$ cat src/rtl/mem_arb_pkg.sv
// Shared definitions for the two-port memory arbiter: owner encoding and
// the default burst cap.
package mem_arb_pkg;

   // Who currently holds the memory (the tenure being counted by cnt).
   typedef enum logic [1:0] {
      OWN_NONE = 2'd0,
      OWN_P0   = 2'd1,
      OWN_P1   = 2'd2
   } owner_t;

   // Default maximum consecutive grants to one port under contention.
   localparam int MAXBURST_DEF = 4;

endpackage

$ cat src/rtl/mem_arbiter_if.sv
// Bundle of requester handshakes and memory-side lines for mem_arbiter.
// slave  : the arbiter's view (takes requests, drives grants and memory).
// master : the surrounding top level's view (requesters plus memory).
interface mem_arbiter_if
   import mem_arb_pkg::*;
#(
   parameter int S = 32,
   parameter int L = 256
) ();
   localparam int AW = $clog2(L);

   logic          req0,    req1;
   logic          we0,     we1;
   logic [AW-1:0] addr0,   addr1;
   logic [S-1:0]  wdata0,  wdata1;
   logic          gnt0,    gnt1;
   logic          rvalid0, rvalid1;
   logic [S-1:0]  rdata0,  rdata1;

   logic [AW-1:0] mem_a;
   logic [S-1:0]  mem_din;
   logic [S-1:0]  mem_dout;
   logic          mem_mwrite;
   logic          mem_mread;

   modport slave (
      input  req0, req1, we0, we1, addr0, addr1, wdata0, wdata1, mem_dout,
      output gnt0, gnt1, rvalid0, rvalid1, rdata0, rdata1,
             mem_a, mem_din, mem_mwrite, mem_mread
   );

   modport master (
      output req0, req1, we0, we1, addr0, addr1, wdata0, wdata1, mem_dout,
      input  gnt0, gnt1, rvalid0, rvalid1, rdata0, rdata1,
             mem_a, mem_din, mem_mwrite, mem_mread
   );

endinterface

$ cat src/rtl/mem_arbiter.sv
// Round-robin arbiter with a burst cap sharing one single-port synchronous
// memory between two requesters. Grants are combinational (the access
// happens in the cycle it is granted); read data returns one cycle later.
module mem_arbiter
   import mem_arb_pkg::*;
#(
   parameter int S        = 32,
   parameter int L        = 256,
   parameter int MAXBURST = MAXBURST_DEF
) (
   input logic          clk,
   input logic          rst,
   mem_arbiter_if.slave bus
);
   localparam int AW = $clog2(L);
   localparam int CW = $clog2(MAXBURST + 1);
   localparam logic [CW-1:0] CAP = CW'(MAXBURST);

   owner_t        owner;
   logic          last;       // 1 = port 1 was granted most recently
   logic [CW-1:0] cnt;

   logic          g0, g1;
   logic          rvalid0_q, rvalid1_q;
   logic [S-1:0]  rdata0_q,  rdata1_q;

   // Grant decision: stay with the owner until it idles or hits the cap
   // while the other port waits; ties from idle go to the port not served last.
   always_comb begin
      g0 = 1'b0;
      g1 = 1'b0;
      if (!rst) begin
         unique case (owner)
            OWN_P0: begin
               if (bus.req0 && (cnt < CAP || !bus.req1)) g0 = 1'b1;
               else                                      g1 = bus.req1;
            end
            OWN_P1: begin
               if (bus.req1 && (cnt < CAP || !bus.req0)) g1 = 1'b1;
               else                                      g0 = bus.req0;
            end
            default: begin
               if (bus.req0 && bus.req1) begin
                  g0 = last;
                  g1 = !last;
               end else begin
                  g0 = bus.req0;
                  g1 = bus.req1;
               end
            end
         endcase
      end
   end

   // Ownership, round-robin history and saturating tenure counter.
   always_ff @(posedge clk) begin
      if (rst) begin
         owner <= OWN_NONE;
         last  <= 1'b1;
         cnt   <= '0;
      end else if (g0 || g1) begin
         owner <= g0 ? OWN_P0 : OWN_P1;
         last  <= g1;
         if ((g0 && owner == OWN_P0) || (g1 && owner == OWN_P1))
            cnt <= (cnt == CAP) ? CAP : cnt + CW'(1);
         else
            cnt <= CW'(1);
      end else begin
         owner <= OWN_NONE;
         cnt   <= '0;
      end
   end

   // Capture memory read data for the port whose read was granted.
   always_ff @(posedge clk) begin
      if (rst) begin
         rvalid0_q <= 1'b0;
         rvalid1_q <= 1'b0;
         rdata0_q  <= '0;
         rdata1_q  <= '0;
      end else begin
         rvalid0_q <= g0 && !bus.we0;
         rvalid1_q <= g1 && !bus.we1;
         if (g0 && !bus.we0) rdata0_q <= bus.mem_dout;
         if (g1 && !bus.we1) rdata1_q <= bus.mem_dout;
      end
   end

   // Memory drive from the granted port; everything low when idle or in reset.
   always_comb begin
      bus.mem_a      = '0;
      bus.mem_din    = '0;
      bus.mem_mwrite = 1'b0;
      bus.mem_mread  = 1'b0;
      if (g0) begin
         bus.mem_a      = bus.addr0;
         bus.mem_din    = bus.wdata0;
         bus.mem_mwrite = bus.we0;
         bus.mem_mread  = !bus.we0;
      end else if (g1) begin
         bus.mem_a      = bus.addr1;
         bus.mem_din    = bus.wdata1;
         bus.mem_mwrite = bus.we1;
         bus.mem_mread  = !bus.we1;
      end
   end

   // Reset blanks the returned read outputs in the cycle it is asserted too.
   assign bus.gnt0    = g0;
   assign bus.gnt1    = g1;
   assign bus.rvalid0 = rvalid0_q && !rst;
   assign bus.rvalid1 = rvalid1_q && !rst;
   assign bus.rdata0  = rst ? '0 : rdata0_q;
   assign bus.rdata1  = rst ? '0 : rdata1_q;

   logic [AW-1:0] unused_aw;
   assign unused_aw = '0;

endmodule

$ cat src/flat_wrapper.sv
// flat-port wrapper written by rule: the top's interface ports become plain ports
module mem_arbiter_flat import mem_arb_pkg::*;
#(
   parameter int S        = 32,
   parameter int L        = 256,
   parameter int MAXBURST = MAXBURST_DEF
)
  (clk, rst, bus_req0, bus_req1, bus_we0, bus_we1, bus_addr0, bus_addr1, bus_wdata0, bus_wdata1, bus_mem_dout, bus_gnt0, bus_gnt1, bus_rvalid0, bus_rvalid1, bus_rdata0, bus_rdata1, bus_mem_a, bus_mem_din, bus_mem_mwrite, bus_mem_mread);
  mem_arbiter_if #(.S(S), .L(L)) bus_i ();
  input logic clk;
  input logic rst;
  input wire logic [$bits(bus_i.req0)-1:0] bus_req0;
  input wire logic [$bits(bus_i.req1)-1:0] bus_req1;
  input wire logic [$bits(bus_i.we0)-1:0] bus_we0;
  input wire logic [$bits(bus_i.we1)-1:0] bus_we1;
  input wire logic [$bits(bus_i.addr0)-1:0] bus_addr0;
  input wire logic [$bits(bus_i.addr1)-1:0] bus_addr1;
  input wire logic [$bits(bus_i.wdata0)-1:0] bus_wdata0;
  input wire logic [$bits(bus_i.wdata1)-1:0] bus_wdata1;
  input wire logic [$bits(bus_i.mem_dout)-1:0] bus_mem_dout;
  output wire logic [$bits(bus_i.gnt0)-1:0] bus_gnt0;
  output wire logic [$bits(bus_i.gnt1)-1:0] bus_gnt1;
  output wire logic [$bits(bus_i.rvalid0)-1:0] bus_rvalid0;
  output wire logic [$bits(bus_i.rvalid1)-1:0] bus_rvalid1;
  output wire logic [$bits(bus_i.rdata0)-1:0] bus_rdata0;
  output wire logic [$bits(bus_i.rdata1)-1:0] bus_rdata1;
  output wire logic [$bits(bus_i.mem_a)-1:0] bus_mem_a;
  output wire logic [$bits(bus_i.mem_din)-1:0] bus_mem_din;
  output wire logic [$bits(bus_i.mem_mwrite)-1:0] bus_mem_mwrite;
  output wire logic [$bits(bus_i.mem_mread)-1:0] bus_mem_mread;
  assign bus_i.req0 = bus_req0;
  assign bus_i.req1 = bus_req1;
  assign bus_i.we0 = bus_we0;
  assign bus_i.we1 = bus_we1;
  assign bus_i.addr0 = bus_addr0;
  assign bus_i.addr1 = bus_addr1;
  assign bus_i.wdata0 = bus_wdata0;
  assign bus_i.wdata1 = bus_wdata1;
  assign bus_i.mem_dout = bus_mem_dout;
  assign bus_gnt0 = bus_i.gnt0;
  assign bus_gnt1 = bus_i.gnt1;
  assign bus_rvalid0 = bus_i.rvalid0;
  assign bus_rvalid1 = bus_i.rvalid1;
  assign bus_rdata0 = bus_i.rdata0;
  assign bus_rdata1 = bus_i.rdata1;
  assign bus_mem_a = bus_i.mem_a;
  assign bus_mem_din = bus_i.mem_din;
  assign bus_mem_mwrite = bus_i.mem_mwrite;
  assign bus_mem_mread = bus_i.mem_mread;
  mem_arbiter #(.S(S), .L(L), .MAXBURST(MAXBURST)) u_core (.clk(clk), .rst(rst), .bus(bus_i));
endmodule
$ cat config.mk
export PLATFORM = sky130hd
export DESIGN_NAME = mem_arbiter_flat
export DESIGN_NICKNAME = d
export VERILOG_FILES = /design/src/rtl/mem_arb_pkg.sv /design/src/rtl/mem_arbiter_if.sv /design/src/rtl/mem_arbiter.sv /design/src/flat_wrapper.sv
export SDC_FILE = /design/constraint.sdc
export NUM_CORES = 1
export LEC_CHECK = 0
export ABC_CLOCK_PERIOD_IN_PS = 5500
export BUFFER_PORTS_ARGS = -buffer_cell sky130_fd_sc_hd__buf_2
export CORE_ASPECT_RATIO = 0.8
export CORE_MARGIN = 2
export CORE_UTILIZATION = 30
export CTS_CLUSTER_SIZE = 14
export DETAILED_ROUTE_END_ITERATION = 6
export PLACE_DENSITY = 0.71
export SLEW_MARGIN = 0
export SYNTH_ARGS = -nofsm -noshare
export SYNTH_HDL_FRONTEND = slang
export SYNTH_SLANG_ARGS = --single-unit
$ cat constraint.sdc
create_clock -name clk -period 5.5 [get_ports clk]
set_clock_uncertainty 0.1 [all_clocks]
set_input_delay 0 -clock clk [delete_from_list [all_inputs] [get_ports clk]]
set_output_delay 0 -clock clk [all_outputs]
set_load 0.005 [all_outputs]
# Word level (Yosys, flattened, before mapping)
# Index checks and enable logic that the tools add are counted.
# word_totals
in_bits	118
output_inout_bits	110
word_cells	61
reg_bits	72
# op_classes
n_mux	23
reduce_logical	22
eq_ne	3
magnitude_cmp	1
n_addsub	1
n_bitwise	2
# op_table
op	count
32-bit 2-to-1 mux	4
8-bit 2-to-1 mux	2
1-bit 2-to-1 mux	13
1-bit logical AND	9
1-bit zero test	6
1-bit logical OR	4
1-bit case mux with 2 select lines	2
4-bit OR reduction	1
3-bit by 1-bit adder with 3-bit output (second input constant)	1
3-bit equality test (second input constant)	1
3-bit < comparator (second input constant)	1
3-bit 2-to-1 mux	1
3-bit OR reduction	1
2-bit by 1-bit equality test with 1-bit output (second input constant)	1
2-bit equality test (second input constant)	1
2-bit 2-to-1 mux	1
1-bit inverter	2
2-bit OR reduction	1

# Logic depth before layout (Yosys ltp)
# logic_depth
depth_word	10
depth_mapped	9

# Least setup slack after synthesis
# Ideal clock, no wire load.
# synth_path
path_type	register -> register
from	register u_core.owner[1]
to	register u_core.rdata0_q[10]
path_buffers	2
t_required_ns	5.279
stages_incl_launch_ff	10
setup_time_ns	0.121
t_arrival_ns	2.035
path_slack_ns	3.244
cell_sequence	dfxtp_1 inv_1 ha_1 a21boi_0 o2111ai_2 a21oi_2 nor2b_1 buf_2 buf_4 mux2_2
# synth_between
elab_chain_len	4
# synth_rtl
item	line_no	rtl
start: declaration	mem_arbiter.sv:19	owner_t owner;
start signal: assignment	mem_arbiter.sv:62	owner <= g0 ? OWN_P0 : OWN_P1;
2-bit equality test / 2-bit by 1-bit equality test with 1-bit output (equally long branches)	mem_arbiter.sv:33	unique case (owner)
1-bit case mux with 2 select lines (*)	mem_arbiter.sv:33	
1-bit 2-to-1 mux (*)	mem_arbiter.sv:32	if (!rst) begin
1-bit logical AND (*)	mem_arbiter.sv:84	if (g0 && !bus.we0) rdata0_q <= bus.mem_dout;
end signal: assignment	mem_arbiter.sv:84	
end: declaration	mem_arbiter.sv:25	logic [S-1:0] rdata0_q, rdata1_q;
# Every way passes the cells marked *; elsewhere a longest branch is shown, timed or not.
# A chain may end at the register's enable or synchronous reset.

# Worst setup path in the final report
# layout_path
from	register u_core.owner[0]
to	output port bus_mem_din[7]
# layout_between
elab_chain_len	5
# layout_rtl
item	line_no	rtl
2-bit equality test / 2-bit by 1-bit equality test with 1-bit output (equally long branches)	mem_arbiter.sv:33	
1-bit case mux with 2 select lines	mem_arbiter.sv:33	
1-bit 2-to-1 mux	mem_arbiter.sv:32	
32-bit 2-to-1 mux	mem_arbiter.sv:100	end else if (g1) begin
32-bit 2-to-1 mux (*)	mem_arbiter.sv:95	if (g0) begin
end: declaration	flat_wrapper.sv:28	output wire logic [$bits(bus_i.mem_din)-1:0] bus_mem_din;
# Marks and branches as above.

==> metrics.cfg <==
[status]
status=finished, final reports clean

[worst_setup_path]
r2r_slack_ns=2.68
cp-endpoint=bus_mem_din[7]
rr_endpoint=u_core.rdata1_q[30]$_SDFFE_PP0P_
worstSetupStartpointType=flop
worstPathMaxFanout=42
crit_required_ns=5.40
arrival_ns=2.98
reg2reg_depth=7
r2r_start=u_core.owner[0]$_SDFF_PP0_
crit_start=u_core.owner[0]$_SDFF_PP0_
crit_path_end_kind=primary output
crit_type=flop to primary output

[power]
p_leak_nw=2.85
max-vdd-ir-drop_v=0.000155
p_per_area_nw_per_um2=273

[finish]
final_common_cell=buf_2
layout-drive-gt1-share=0.560
area_delta_synth_final_pct=52.5
nets=685
fin_cells=716
n_antenna_cell=0
mostFrequentLayoutCells=227 x buf_2, 72 x dfxtp_1, 66 x nor2b_1, 41 x a22o_1, 37 x dlygate4sd3_1

[timing]
final_max_slew_viol_count=0
setup_tns_ns=0
finalCritPeriodShare=0.560
period_minus_slack_ns=3.08
clock.fmax_ghz=0.325
rsz0062_at_grt=no
setup_viol=0
worstMarginPinSlew_ns=1.05
maxSlewHeadroom=0.297
hold_viol=0
hold_slack_ns=0.180

[die]
start_util=0.307
die_w_um=125
die_y_um=101
die_area_um2=12700
num_rows=35
io_pins=228
core_area_um2=11500

[synthesis]
syn_avg_cell_area_um2=11.4
async_flop_share=0
syn_nets=432
ys.warnings.count=0
ys.flop_type=dfxtp_1
synth-adder-area-share=0.0142
yosys.area_share.simple=0.152
synth_mux_area_frac=0.234
yosysUniqueCellTypes=33
synth_compound_area_frac=0.127
synth.cell_area_um2=3530
syn_inst=310
synth_edf_count=0
synthXorXnorAreaFrac=0
ys_seq_elements=72
ys_seq_area_frac=0.408
synth_top_family_by_area=multiplexers

[clock_network]
cts_tree=built
clock_path_buffers=2
clkTransAtPathRegs_ns=0.06
clk_latency_ns=0.32
htree_levels=3
ctsResizeCount=0
cts_root_buf=clkbuf_16
cts.sinks=72
numCtsBuffers=9

[placement]
gp_congestion=0.895
port_buffers=227
dp_hpwl_um=8180
placed_cells=663

[drt]
vias=3309
via_per_inst=4.62
ant_nets=0
drt-initial-drc-count=175
wl_um=11100
wire_per_inst_um=15.6
drtPass1Iterations=4
drc=0

[min_path]
hold_path_class=input pin to primary output

[global_route]
grt_first_pass_wirelength_um=17000
overflow=0
grt_max_degree=72
antenna_found_initial=1
grt_usage=0.170
grt_pass1_vias=3283

[run]
maxCapViolCount=0

==> synthesized netlist by cell type (2+ instances only) <==
cell,n,share of area
ha_1,4,0.014
a21oi_1,3,0.0042
nand3_1,2,0.0028
nand2_1,5,0.0053
buf_12,3,0.017
mux2_4,28,0.12
nor2_1,3,0.0032
nor2b_1,67,0.12
buf_6,6,0.019
mux2_2,36,0.11
a22o_1,41,0.10
clkbuf_1,11,0.012
inv_1,7,0.0074
buf_4,4,0.0085
dfxtp_1,72,0.41
==> stage by stage <==
stage / cell area, µm² / util / worst slack (ns) / total power, W
4_1_cts: 5390 / 0.468 / 2.44 / 0.00149
5_1_grt: 5390 / 0.468 / 2.25 / 0.00154
2_1_floorplan: 3530 / - / 3.24 / 0.000718
3_3_place_gp: 4690 / 0.407 / 2.75 / 0.000816
6_report: 5390 / 0.468 / 2.42 / 0.00147
3_5_place_dp: 4690 / 0.407 / 2.68 / 0.000824
==> per-layer routing <==
metal / vias up / wire (µm) / track usage
li1: 1599 / - / -
met1: 1594 / 5080 / 0.223
met2: 102 / 5190 / 0.275
met3: 12 / 750 / 0.0510
met4: 2 / 96 / 0.0410
met5: - / 14 / 0
==> where the power goes <==
part	switching (W)	internal, W	leakage (nW)
clock network	0.000224	0.000412	0.163
logic	0.000120	0.000154	2.10
registers	0.00000782	0.000554	0.587
==> critical path, cell delays in order (launching register included) <==
cell     delay, ns
dfxtp_1       0.34
inv_1         0.05
ha_1          0.35
or4b_4        0.53
o22ai_2       0.21
and3_2        0.71
a22o_1        0.31
buf_2         0.14
==> timing repair <==
action	CTS	global route
buffers inserted	0	0
hold buffers	37	0
setup endpoints to repair	0	0
endpoints found under the hold margin	67	0
==> worst min path at each step <==
stage	start	endpoint	cells after the start	slack, ns
2_1_floorplan	bus_addr1[0]	bus_mem_a[0]	1	0.02
3_3_place_gp	bus_mem_dout[26]	u_core.rdata1_q[26]$_SDFFE_PP0P_	2	0.14
3_5_place_dp	bus_mem_dout[18]	u_core.rdata1_q[18]$_SDFFE_PP0P_	2	0.14
4_1_cts	bus_wdata1[14]	bus_mem_din[14]	3	0.18
5_1_grt	bus_wdata1[16]	bus_mem_din[16]	3	0.18
6_report	bus_wdata1[14]	bus_mem_din[14]	3	0.18
==> sequential cells by signal, summed over array words and instances, names as in the netlist <==
register,cells
u_core.last,1
u_core.rdata1_q,32
u_core.rvalid0_q,1
u_core.rdata0_q,32
u_core.cnt,3
u_core.owner,2
u_core.rvalid1_q,1
==> cell families (layout without fill, tap and decap cells) <==
family / count (synthesis) / in the layout
flip-flops: 72 / 72
AND/OR/NAND/NOR: 86 / 86
buffers and inverters: 32 / 290
AO/OA/AOI/OAI: 52 / 52
multiplexers: 64 / 64
adder cells (fa/ha/maj): 4 / 4
==> area by class of cell <==
cell class	instances	area, µm²
Multi-Input combinational cell	206	1880
Fill cell	1081	6130
Clock inverter	6	91.3
Timing Repair Buffer	267	1530
Clock buffer	10	239
Inverter	7	26.3
Sequential cell	72	1440
Tap cell	148	185
(Power assumes the default switching activity.)
